### config.mk
export PLATFORM = sky130hd
export DESIGN_NAME = wbs_ctrl_decoder
export DESIGN_NICKNAME = d
export VERILOG_FILES = /design/src/rtl/ann_wbs_pkg.sv /design/src/rtl/wbs_ctrl_decoder.sv
export SDC_FILE = /design/constraint.sdc
export NUM_CORES = 1
export LEC_CHECK = 0
export ABC_AREA = 1
export CORE_AREA = 4 4 116 118
export DETAILED_ROUTE_END_ITERATION = 16
export DIE_AREA = 0 0 120 122
export PLACE_DENSITY = 0.78
export SETUP_SLACK_MARGIN = 0.5
export SLEW_MARGIN = 20
export SYNTH_ARGS = -nofsm -noshare
export SYNTH_HDL_FRONTEND = slang
export SYNTH_SLANG_ARGS = --single-unit
export TNS_END_PERCENT = 50
### constraint.sdc
create_clock -name wb_clk_i -period 3.15 [get_ports wb_clk_i]
set_input_delay 0.315 -clock wb_clk_i [delete_from_list [all_inputs] [get_ports wb_clk_i]]
set_output_delay 0.315 -clock wb_clk_i [all_outputs]
set_load 0.005 [all_outputs]
### src/rtl/ann_wbs_pkg.sv
// Shared address map, FSM states and region decode
// for the Wishbone slave front end of the accelerator.
package ann_wbs_pkg;

   localparam logic [31:0] ADDR_MASK  = 32'hFFFF_0000;
   localparam logic [31:0] CSR_BASE   = 32'h3000_0000;
   localparam logic [31:0] QUERY_BASE = 32'h3001_0000;
   localparam logic [31:0] LEAF_BASE  = 32'h3002_0000;
   localparam logic [31:0] BEST_BASE  = 32'h3003_0000;
   localparam logic [31:0] NODE_BASE  = 32'h3004_0000;

   localparam logic [15:0] OFF_MODE  = 16'h0000;
   localparam logic [15:0] OFF_DEBUG = 16'h0004;
   localparam logic [15:0] OFF_DONE  = 16'h0008;
   localparam logic [15:0] OFF_START = 16'h000C;
   localparam logic [15:0] OFF_BUSY  = 16'h0010;

   typedef enum logic [1:0] {
      ST_IDLE,
      ST_RD_WAIT,
      ST_ACK,
      ST_TURN
   } wbs_state_e;

   typedef enum logic [2:0] {
      RG_NONE,
      RG_CSR,
      RG_QUERY,
      RG_LEAF,
      RG_BEST,
      RG_NODE
   } region_e;

   function automatic region_e decode_region(input logic [31:0] adr);
      logic [31:0] r;
      r = adr & ADDR_MASK;
      case (r)
         CSR_BASE:   return RG_CSR;
         QUERY_BASE: return RG_QUERY;
         LEAF_BASE:  return RG_LEAF;
         BEST_BASE:  return RG_BEST;
         NODE_BASE:  return RG_NODE;
         default:    return RG_NONE;
      endcase
   endfunction

endpackage

### src/rtl/wbs_ctrl_decoder.sv
// Wishbone classic slave: CSR page, memory write windows,
// best-index readback and the fsm_start pulse.
module wbs_ctrl_decoder
   import ann_wbs_pkg::*;
#(
   parameter int DATA_WIDTH = 11,
   parameter int QUERY_AW   = 9,
   parameter int LEAF_AW    = 9,
   parameter int BEST_AW    = 9,
   parameter int NODE_AW    = 6
) (
   input  logic                    wb_clk_i,
   input  logic                    wb_rst_i,
   input  logic                    wbs_stb_i,
   input  logic                    wbs_cyc_i,
   input  logic                    wbs_we_i,
   input  logic [3:0]              wbs_sel_i,
   input  logic [31:0]             wbs_adr_i,
   input  logic [31:0]             wbs_dat_i,
   output logic                    wbs_ack_o,
   output logic [31:0]             wbs_dat_o,
   output logic                    mode_o,
   output logic                    debug_o,
   output logic                    fsm_start_o,
   input  logic                    fsm_done_i,
   input  logic                    fsm_busy_i,
   output logic                    query_we_o,
   output logic [QUERY_AW-1:0]     query_addr_o,
   output logic [5*DATA_WIDTH-1:0] query_wdata_o,
   output logic                    leaf_we_o,
   output logic [LEAF_AW-1:0]      leaf_addr_o,
   output logic [63:0]             leaf_wdata_o,
   output logic                    node_we_o,
   output logic [NODE_AW-1:0]      node_addr_o,
   output logic [2*DATA_WIDTH-1:0] node_wdata_o,
   output logic                    best_re_o,
   output logic [BEST_AW-1:0]      best_addr_o,
   input  logic [DATA_WIDTH-1:0]   best_rdata_i
);

   wbs_state_e  state, state_nx;
   region_e     rgn;
   logic [15:0] off;
   logic        req, acc, wr, rd, half, mem_ok, csr_wr;
   logic        lo_ld, done_clr;
   logic [31:0] lo_hold, dat_q, csr_rd;
   logic [63:0] pair;
   logic        mode_q, debug_q, done_q;
   logic        unused_sel;

   assign unused_sel = ^wbs_sel_i;

   assign req    = wbs_cyc_i & wbs_stb_i;
   assign acc    = req & (state == ST_IDLE) & ~wb_rst_i;
   assign wr     = acc & wbs_we_i;
   assign rd     = acc & ~wbs_we_i;
   assign rgn    = decode_region(wbs_adr_i);
   assign off    = wbs_adr_i[15:0];
   assign half   = wbs_adr_i[2];
   assign mem_ok = ~fsm_busy_i;
   assign csr_wr = wr & (rgn == RG_CSR);
   assign pair   = {wbs_dat_i, lo_hold};

   assign query_addr_o  = wbs_adr_i[3 +: QUERY_AW];
   assign leaf_addr_o   = wbs_adr_i[3 +: LEAF_AW];
   assign best_addr_o   = wbs_adr_i[3 +: BEST_AW];
   assign node_addr_o   = wbs_adr_i[NODE_AW-1:0];
   assign query_wdata_o = pair[5*DATA_WIDTH-1:0];
   assign leaf_wdata_o  = pair;
   assign node_wdata_o  = wbs_dat_i[2*DATA_WIDTH-1:0];

   assign mode_o  = mode_q;
   assign debug_o = debug_q;

   // State register
   always_ff @(posedge wb_clk_i) begin
      if (wb_rst_i) state <= ST_IDLE;
      else          state <= state_nx;
   end

   // Next state: best reads take an extra wait cycle for the SRAM
   always_comb begin
      state_nx = state;
      case (state)
         ST_IDLE:    if (acc) state_nx = best_re_o ? ST_RD_WAIT : ST_ACK;
         ST_RD_WAIT: state_nx = ST_ACK;
         ST_ACK:     state_nx = ST_TURN;
         ST_TURN:    state_nx = ST_IDLE;
         default:    state_nx = ST_IDLE;
      endcase
   end

   // Outputs: strobes only in the accept cycle, gated while busy
   always_comb begin
      wbs_ack_o   = (state == ST_ACK);
      wbs_dat_o   = wbs_ack_o ? dat_q : 32'h0;
      query_we_o  = wr & mem_ok & (rgn == RG_QUERY) & half;
      leaf_we_o   = wr & mem_ok & (rgn == RG_LEAF) & half;
      node_we_o   = wr & mem_ok & (rgn == RG_NODE);
      best_re_o   = rd & mem_ok & (rgn == RG_BEST);
      lo_ld       = wr & mem_ok & ~half &
                    ((rgn == RG_QUERY) | (rgn == RG_LEAF));
      fsm_start_o = csr_wr & (off == OFF_START) & ~fsm_busy_i;
      done_clr    = (csr_wr & (off == OFF_DONE)) | fsm_start_o;
   end

   // CSR readback mux
   always_comb begin
      csr_rd = 32'h0;
      if (rgn == RG_CSR) begin
         case (off)
            OFF_MODE:  csr_rd[0] = mode_q;
            OFF_DEBUG: csr_rd[0] = debug_q;
            OFF_DONE:  csr_rd[0] = done_q;
            OFF_BUSY:  csr_rd[0] = fsm_busy_i;
            default:   csr_rd[0] = 1'b0;
         endcase
      end
   end

   // Control bits; a done pulse beats a coincident clear
   always_ff @(posedge wb_clk_i) begin
      if (wb_rst_i) begin
         mode_q  <= 1'b0;
         debug_q <= 1'b0;
         done_q  <= 1'b0;
      end else begin
         if (csr_wr && off == OFF_MODE)  mode_q  <= wbs_dat_i[0];
         if (csr_wr && off == OFF_DEBUG) debug_q <= wbs_dat_i[0];
         done_q <= fsm_done_i | (done_q & ~done_clr);
      end
   end

   // Lower-half holding register and read data capture
   always_ff @(posedge wb_clk_i) begin
      if (wb_rst_i) begin
         lo_hold <= 32'h0;
         dat_q   <= 32'h0;
      end else begin
         if (lo_ld) lo_hold <= wbs_dat_i;
         if (acc)
            dat_q <= wr ? 32'h0 : csr_rd;
         else if (state == ST_RD_WAIT)
            dat_q <= {{(32-DATA_WIDTH){1'b0}}, best_rdata_i};
      end
   end

endmodule
==> flow_summary.yaml, run 1 <==
finish:
  seq_area_um2: 960.9
  n_fill_cell: 1247
  utilization_pct: 45.14
  syn_to_final_growth_pct: 53.48
  num_antenna_cells: 0
  multi_input_area_um2: 1355
  finalNetCount: 749
  drive_above_1_share_pct: 4.394
die:
  ios: 300
  core-area_um2: 12470
  start_util_pct: 29.41
  fp-row-count: 41
  dieWidth_um: 120
  design.die.area_um2: 14640
  die_h_um: 122
timing:
  fin_crit_ns: 2.552
  fin_crit_sh_pct: 81.03
  relSlewSlack_pct: 55.16
  tightest_slew_ns: 0.6702
  fin_ws_ns: 0.5975
  maxSlewViolCount: 0
  tns_ns: 0
  finClkSkew_ns: 0.003205
  hold_violations: 0
  setup_viol: 0
  fmax_mhz: 391.8
  rsz0062_at_grt: "true"
critical_path:
  path_cells: "inv_1 > ha_4 > nand4_4 > nor2_4 > nand2_2 > nor2_1 > nand3_1 > a21oi_1 > clkdlybuf4s50_1"
  slowest_delay_ns: 0.52
  cp.required_ns: 2.83
  cp-end-kind: "primary output"
  arrival_ns: 2.24
  critPathMaxFanout: 6
  critical_path_class: "flip-flop to primary output"
  critPathSlowestCell: "clkdlybuf4s50_1"
  cp-start-kind: "flip-flop"
clocking:
  numCtsBuffers: 5
  root_buffer: "clkbuf_16"
  cts_buffer_depth: 2
  numClockSinks: 48
  htreeDepth: 2
  worstSkewPairLatency_ns: 0.28
  cts_tree: "done"
  clk_pin_slew_worst_paths_ns: 0.07
  holdBufCountCts: 0
power:
  netSwitchingFraction_pct: 30.21
  leakage_nw: 2.206
  seq_power_share_pct: 35.8
  p_comb_share_pct: 34.8
  p_switching_mw: 0.5681
  p_per_area_nw_per_um2: 334.2
  internal_power_mw: 1.313
  power_mw: 1.881
  p_clk_share_pct: 29.4
  vdd_drop_max_v: 0.0002395
job:
  cap_viol_max_count: 0
route:
  first_iter_violations: 149
  num_vias: 3463
  viasPerCell: 4.162
  drtPass1Iterations: 4
  ant_nets: 0
  wl_per_cell_um: 13.50
  drc: 0
  wl_um: 11240
yosys:
  syn_avg_cell_area_um2: 6.917
  synth_fa_ha_area_share_pct: 1.365
  synthXorXnorAreaFrac_pct: 0
  synth_top_family_by_area: "buffers and inverters"
  ys_warn_count: 0
  synth-simple-area-share_pct: 24.27
  syn_area_um2: 3666
  ys_ff_latch: 48
  yosysUniqueCellTypes: 25
  synthCells: 530
  muxShareOfSynthArea_pct: 0
  yosysSeqAreaShare_pct: 26.21
  synth_compound_area_share_pct: 8.089
placement:
  gp_congestion: 0.8160
  dp_hpwl_um: 9106
  dp_worst_setup_slack_ns: 0.4808
  io_buffers: 274
min_path:
  hold_class: "flip-flop to flip-flop"
grt:
  grt_pass1_vias: 3014
  grt_pass1_wl_um: 16080
  grt_use_total_pct: 13.52
  grt_max_degree: 37
  antenna_found_initial: 0
  overflow: 0
run_status:
  status: "finished, final reports clean"
[power by group through the flow]
stage / clock network [mW] / logic, mW / registers [mW]
after floorplan: 0 / 0.391 / 0.680
after global placement: 0 / 0.626 / 0.683
after detailed placement: 0 / 0.632 / 0.687
after CTS: 0.576 / 0.635 / 0.673
after global routing: 0.599 / 0.720 / 0.679
final: 0.552 / 0.655 / 0.674
[synthesized netlist by cell type]
library cell	instances	area share [%]
nand2_2	2	0.34
a21oi_1	50	6.8
buf_4	163	33
buf_2	6	0.82
nor2_2	1	0.17
o21a_2	1	0.24
ha_1	4	1.4
o31ai_1	2	0.41
o21bai_1	1	0.20
buf_6	4	1.2
nor2_4	1	0.31
nand4_1	8	1.4
o21ai_0	3	0.41
nor2_8	1	0.55
nor4_1	1	0.17
nor2_1	41	4.2
nor3_1	4	0.55
nand2_1	102	10
clkinv_2	1	0.14
nand4_4	1	0.58
nand3_1	41	5.6
dfxtp_1	48	26
clkbuf_1	6	0.61
conb_1	1	0.10
inv_1	37	3.8
[state kept, by name (all words and copies together), names as in the netlist]
| register | flops |
|---|---|
| lo_hold | 32 |
| dat_q | 11 |
| state | 2 |
| debug_o | 1 |
| done_q | 1 |
| mode_o | 1 |
[per-stage QoR]
step	hold WS [ns]	area [um^2]	cells
finish	0.4620	5627	832
global route	0.4847	5627	832
CTS	0.4643	5588	831
detailed placement	0.4548	5423	823
global placement	0.4487	5423	823
floorplan	0.4324	3741	550
[metal layers]
metal	GRT usage, %	wire length [um]
met5	0	0
met2	25.11	5891
met4	2.147	53
met1	15.71	4265
met3	3.760	1024
[cell usage in the layout, fill, tap and decap left out]
cell,count
nand2_2,2
o21bai_1,1
nor2_8,1
nand2_1,102
nor3_1,3
ha_4,1
conb_1,21
nand4_1,8
nor2_1,40
nand3_1,41
clkdlybuf4s50_1,273
o31ai_1,2
dlymetal6s2s_1,1
a21oi_1,50
ha_1,3
o21a_2,1
nor4_4,1
clkinv_2,1
clkinvlp_4,2
nor2_2,1
nor2_4,2
inv_1,35
nand4_4,1
dfxtp_1,48
buf_4,7
clkbuf_8,1
inv_2,2
o21ai_0,3
nor3_2,1
clkbuf_16,5
[final timing paths]
path | start | to | slack, ns | cells past startpoint
hold / removal | dat_q[2] | dat_q[2] | 0.46 | 2
setup reg to reg | state[1] | lo_hold[15] | 1.07 | 9
hold reg to reg | dat_q[2] | dat_q[2] | 0.46 | 2
setup / recovery | state[1] | leaf_we_o | 0.60 | 9
[layout make-up]
class	count	area share [%]
Timing Repair Buffer	281	49.72
Inverter	38	2.557
Clock buffer	6	2.468
Sequential cell	48	17.08
Clock inverter	2	0.2668
Multi-Input combinational cell	285	24.08
Tap cell	172	3.825
[cell families after synthesis]
kind of cell    count (synthesis)
other cells                     1
flops                          48
simple gates                  203
compound gates                 57
fa+ha+maj                       4
buf+inv                       217
[what timing repair did]
action	4_1_cts	5_1_grt
pin swaps	0	1
setup buffers	0	1
cloned	0	0
hold endpoints to repair	0	0
resized for setup	2	8
setup endpoints to repair	2	5
[worst max-delay path: cells and delay by family (launching register included)]
family                     cells  cell delay (ns)
adders and majority gates      1             0.18
AOI/OAI and AO/OA              1             0.14
buffers and inverters          2             0.68
DFF                            1             0.32
and+or+nand+nor                5             0.64
No activity file was read; power rests on OpenSTA's default activity.
==> inputs of run 2 (changes only) <==
CORE_AREA = 4 4 114 116   (was 4 4 116 118)
DIE_AREA = 0 0 118 120   (was 0 0 120 122)
PLACE_DENSITY = 0.8   (was 0.78)
clock period = 2.4 ns   (was 3.15 ns; I/O delays follow)
==> flow_summary.yaml, run 2 (synthesis gave the netlist of run 1 again) <==
timing:
  rsz0062_at_grt: "true"
  whs_ns: 0.4601
  finClkSkew_ns: 0.007045
  setup_viol: 0
  hold_violations: 0
  fin_crit_sh_pct: 80.69
  maxSlewViolCount: 0
  fin_crit_ns: 1.937
  fmax_mhz: 516.4
critical_path:
  cp-start-kind: "flip-flop"
  cp-end-kind: "primary output"
  critical_path_class: "flip-flop to primary output"
  worstReg2RegEnd: "lo_hold[24]"
  r2r_cells: 11
  cp.required_ns: 2.16
  critPathMaxFanout: 5
  ff2ff_setup_slack_ns: 0.66
  arrival_ns: 1.70
  r2r_start: "state[0]"
die:
  ios: 300
  fp-row-count: 40
  die_h_um: 120
  design.die.area_um2: 14160
  start_util_pct: 30.78
  dieWidth_um: 118
  core-area_um2: 11910
placement:
  placedCellCount: 812
  dp_hpwl_um: 9253
  gp_congestion: 0.8320
  io_buffers: 274
clocking:
  cts_buffer_depth: 2
  numCtsBuffers: 5
  numClockSinks: 48
  htreeDepth: 2
  worstSkewPairLatency_ns: 0.28
  cts_tree: "done"
  holdBufCountCts: 0
  root_buffer: "clkbuf_16"
  clk_pin_slew_worst_paths_ns: 0.06
finish:
  n_fill_cell: 1105
  reg_top3: "lo_hold: 32 flops, dat_q: 11 flops, state: 2 flops"
  final_cell_mix: "clkdlybuf4s50_1, nand2_1, a21oi_1, dfxtp_1, nand3_1"
  num_antenna_cells: 0
  largest_register_ffs: 32
  finalNetCount: 783
  final_common_cell: "clkdlybuf4s50_1"
  syn_to_final_growth_pct: 64.06
  finalNonFillerCells: 840
  top_register: "lo_hold"
  drive_above_1_share_pct: 14.00
route:
  drc: 0
  ant_nets: 0
  num_vias: 3576
  top_layer: "met4"
  wl_met2_um: 6328
  drtPass1Iterations: 6
  viasPerCell: 4.257
  wl_um: 11750
  wl_met3_um: 911
  wl_per_cell_um: 13.99
  first_iter_violations: 112
  wirelength_met1_um: 4426
min_path:
  min_from: "dat_q[7]"
  min_path_cells: 2
  hold_path_end: "dat_q[7]"
  hold_class: "flip-flop to flip-flop"
grt:
  grt_pass1_wl_um: 17500
  grt_pass1_vias: 3427
  grt_max_degree: 37
  grt_use_total_pct: 14.79
  antenna_found_initial: 0
  overflow: 0
job:
  cap_viol_max_count: 0
power:
  power_mw: 2.746
  vdd_drop_max_v: 0.0003202
  p_per_area_nw_per_um2: 456.5
  leakage_nw: 2.565
run_status:
  status: "finished, final reports clean"
-- run 2: cell types whose count changed in the layout (fill, tap and decap cells not counted), moves of 7 or more --
cell             delta
nand2_1             -8
inv_1               -8
inv_2               +7
dlymetal6s2s_1     +16
buf_4              +32
clkdlybuf4s50_1    -23
-- run 2: layout make-up --
cell class / count / area [um^2] / share of cell area [%]
timing repair buffer: 315 / 3088 / 51.34
multi-input combinational: 285 / 1448 / 24.07
sequential: 48 / 963.4 / 16.02
tap: 147 / 183.9 / 3.058
inverter: 38 / 146.4 / 2.434
clock buffer: 5 / 125.1 / 2.080
clock inverter: 2 / 60.06 / 0.9985
-- run 2: metal layers --
metal	track usage [%]	vias to the layer above
met5	0	-
met3	4.618	8
met4	2.051	0
li1	-	1816
met2	28.53	152
met1	16.16	1600
-- run 2: where the power goes --
group          internal [mW]  total (mW)  switching (mW)
clock network          0.591       0.872           0.281
registers              0.858       0.891          0.0330
logic                  0.541       0.983           0.442
-- run 2: timing repair --
action                                  CTS  global route
pin swaps                                17            24
buffers inserted                         16             5
resized for setup                        47            38
endpoints found under the setup margin   17            51
-- run 2: worst max-delay path, cell delays in order, from the launching register on --
cell and delay (ns):
dfxtp_2 0.32, inv_2 0.08, ha_4 0.15, nand4_4 0.12
buf_4 0.18, nor3_2 0.18, nand2_1 0.09, nor2_1 0.10
clkdlybuf4s15_2 0.21
-- run 2: how the worst max path moves through the flow --
stage	startpoint	slack [ns]	endpoint
after floorplan	state[0]	0.81	lo_hold[0]
after global placement	wbs_adr_i[21]	0.04	best_re_o
after detailed placement	wbs_adr_i[19]	-0.04	node_we_o
after CTS	wbs_adr_i[20]	0.43	best_re_o
after global routing	state[0]	0.38	best_re_o
final	state[0]	0.46	best_re_o
-- run 2: per-stage QoR --
| stage | cell area (um^2) | utilization (%) | TNS [ns] | setup slack, ns |
|---|---|---|---|---|
| 2_1_floorplan | 3741 | - | 0 | 0.8123 |
| 3_3_place_gp | 5509 | 46.25 | 0 | 0.03914 |
| 3_5_place_dp | 5509 | 46.25 | -0.07524 | -0.03979 |
| 4_1_cts | 5886 | 49.41 | 0 | 0.4268 |
| 5_1_grt | 6015 | 50.49 | 0 | 0.3813 |
| 6_report | 6015 | 50.49 | 0 | 0.4635 |
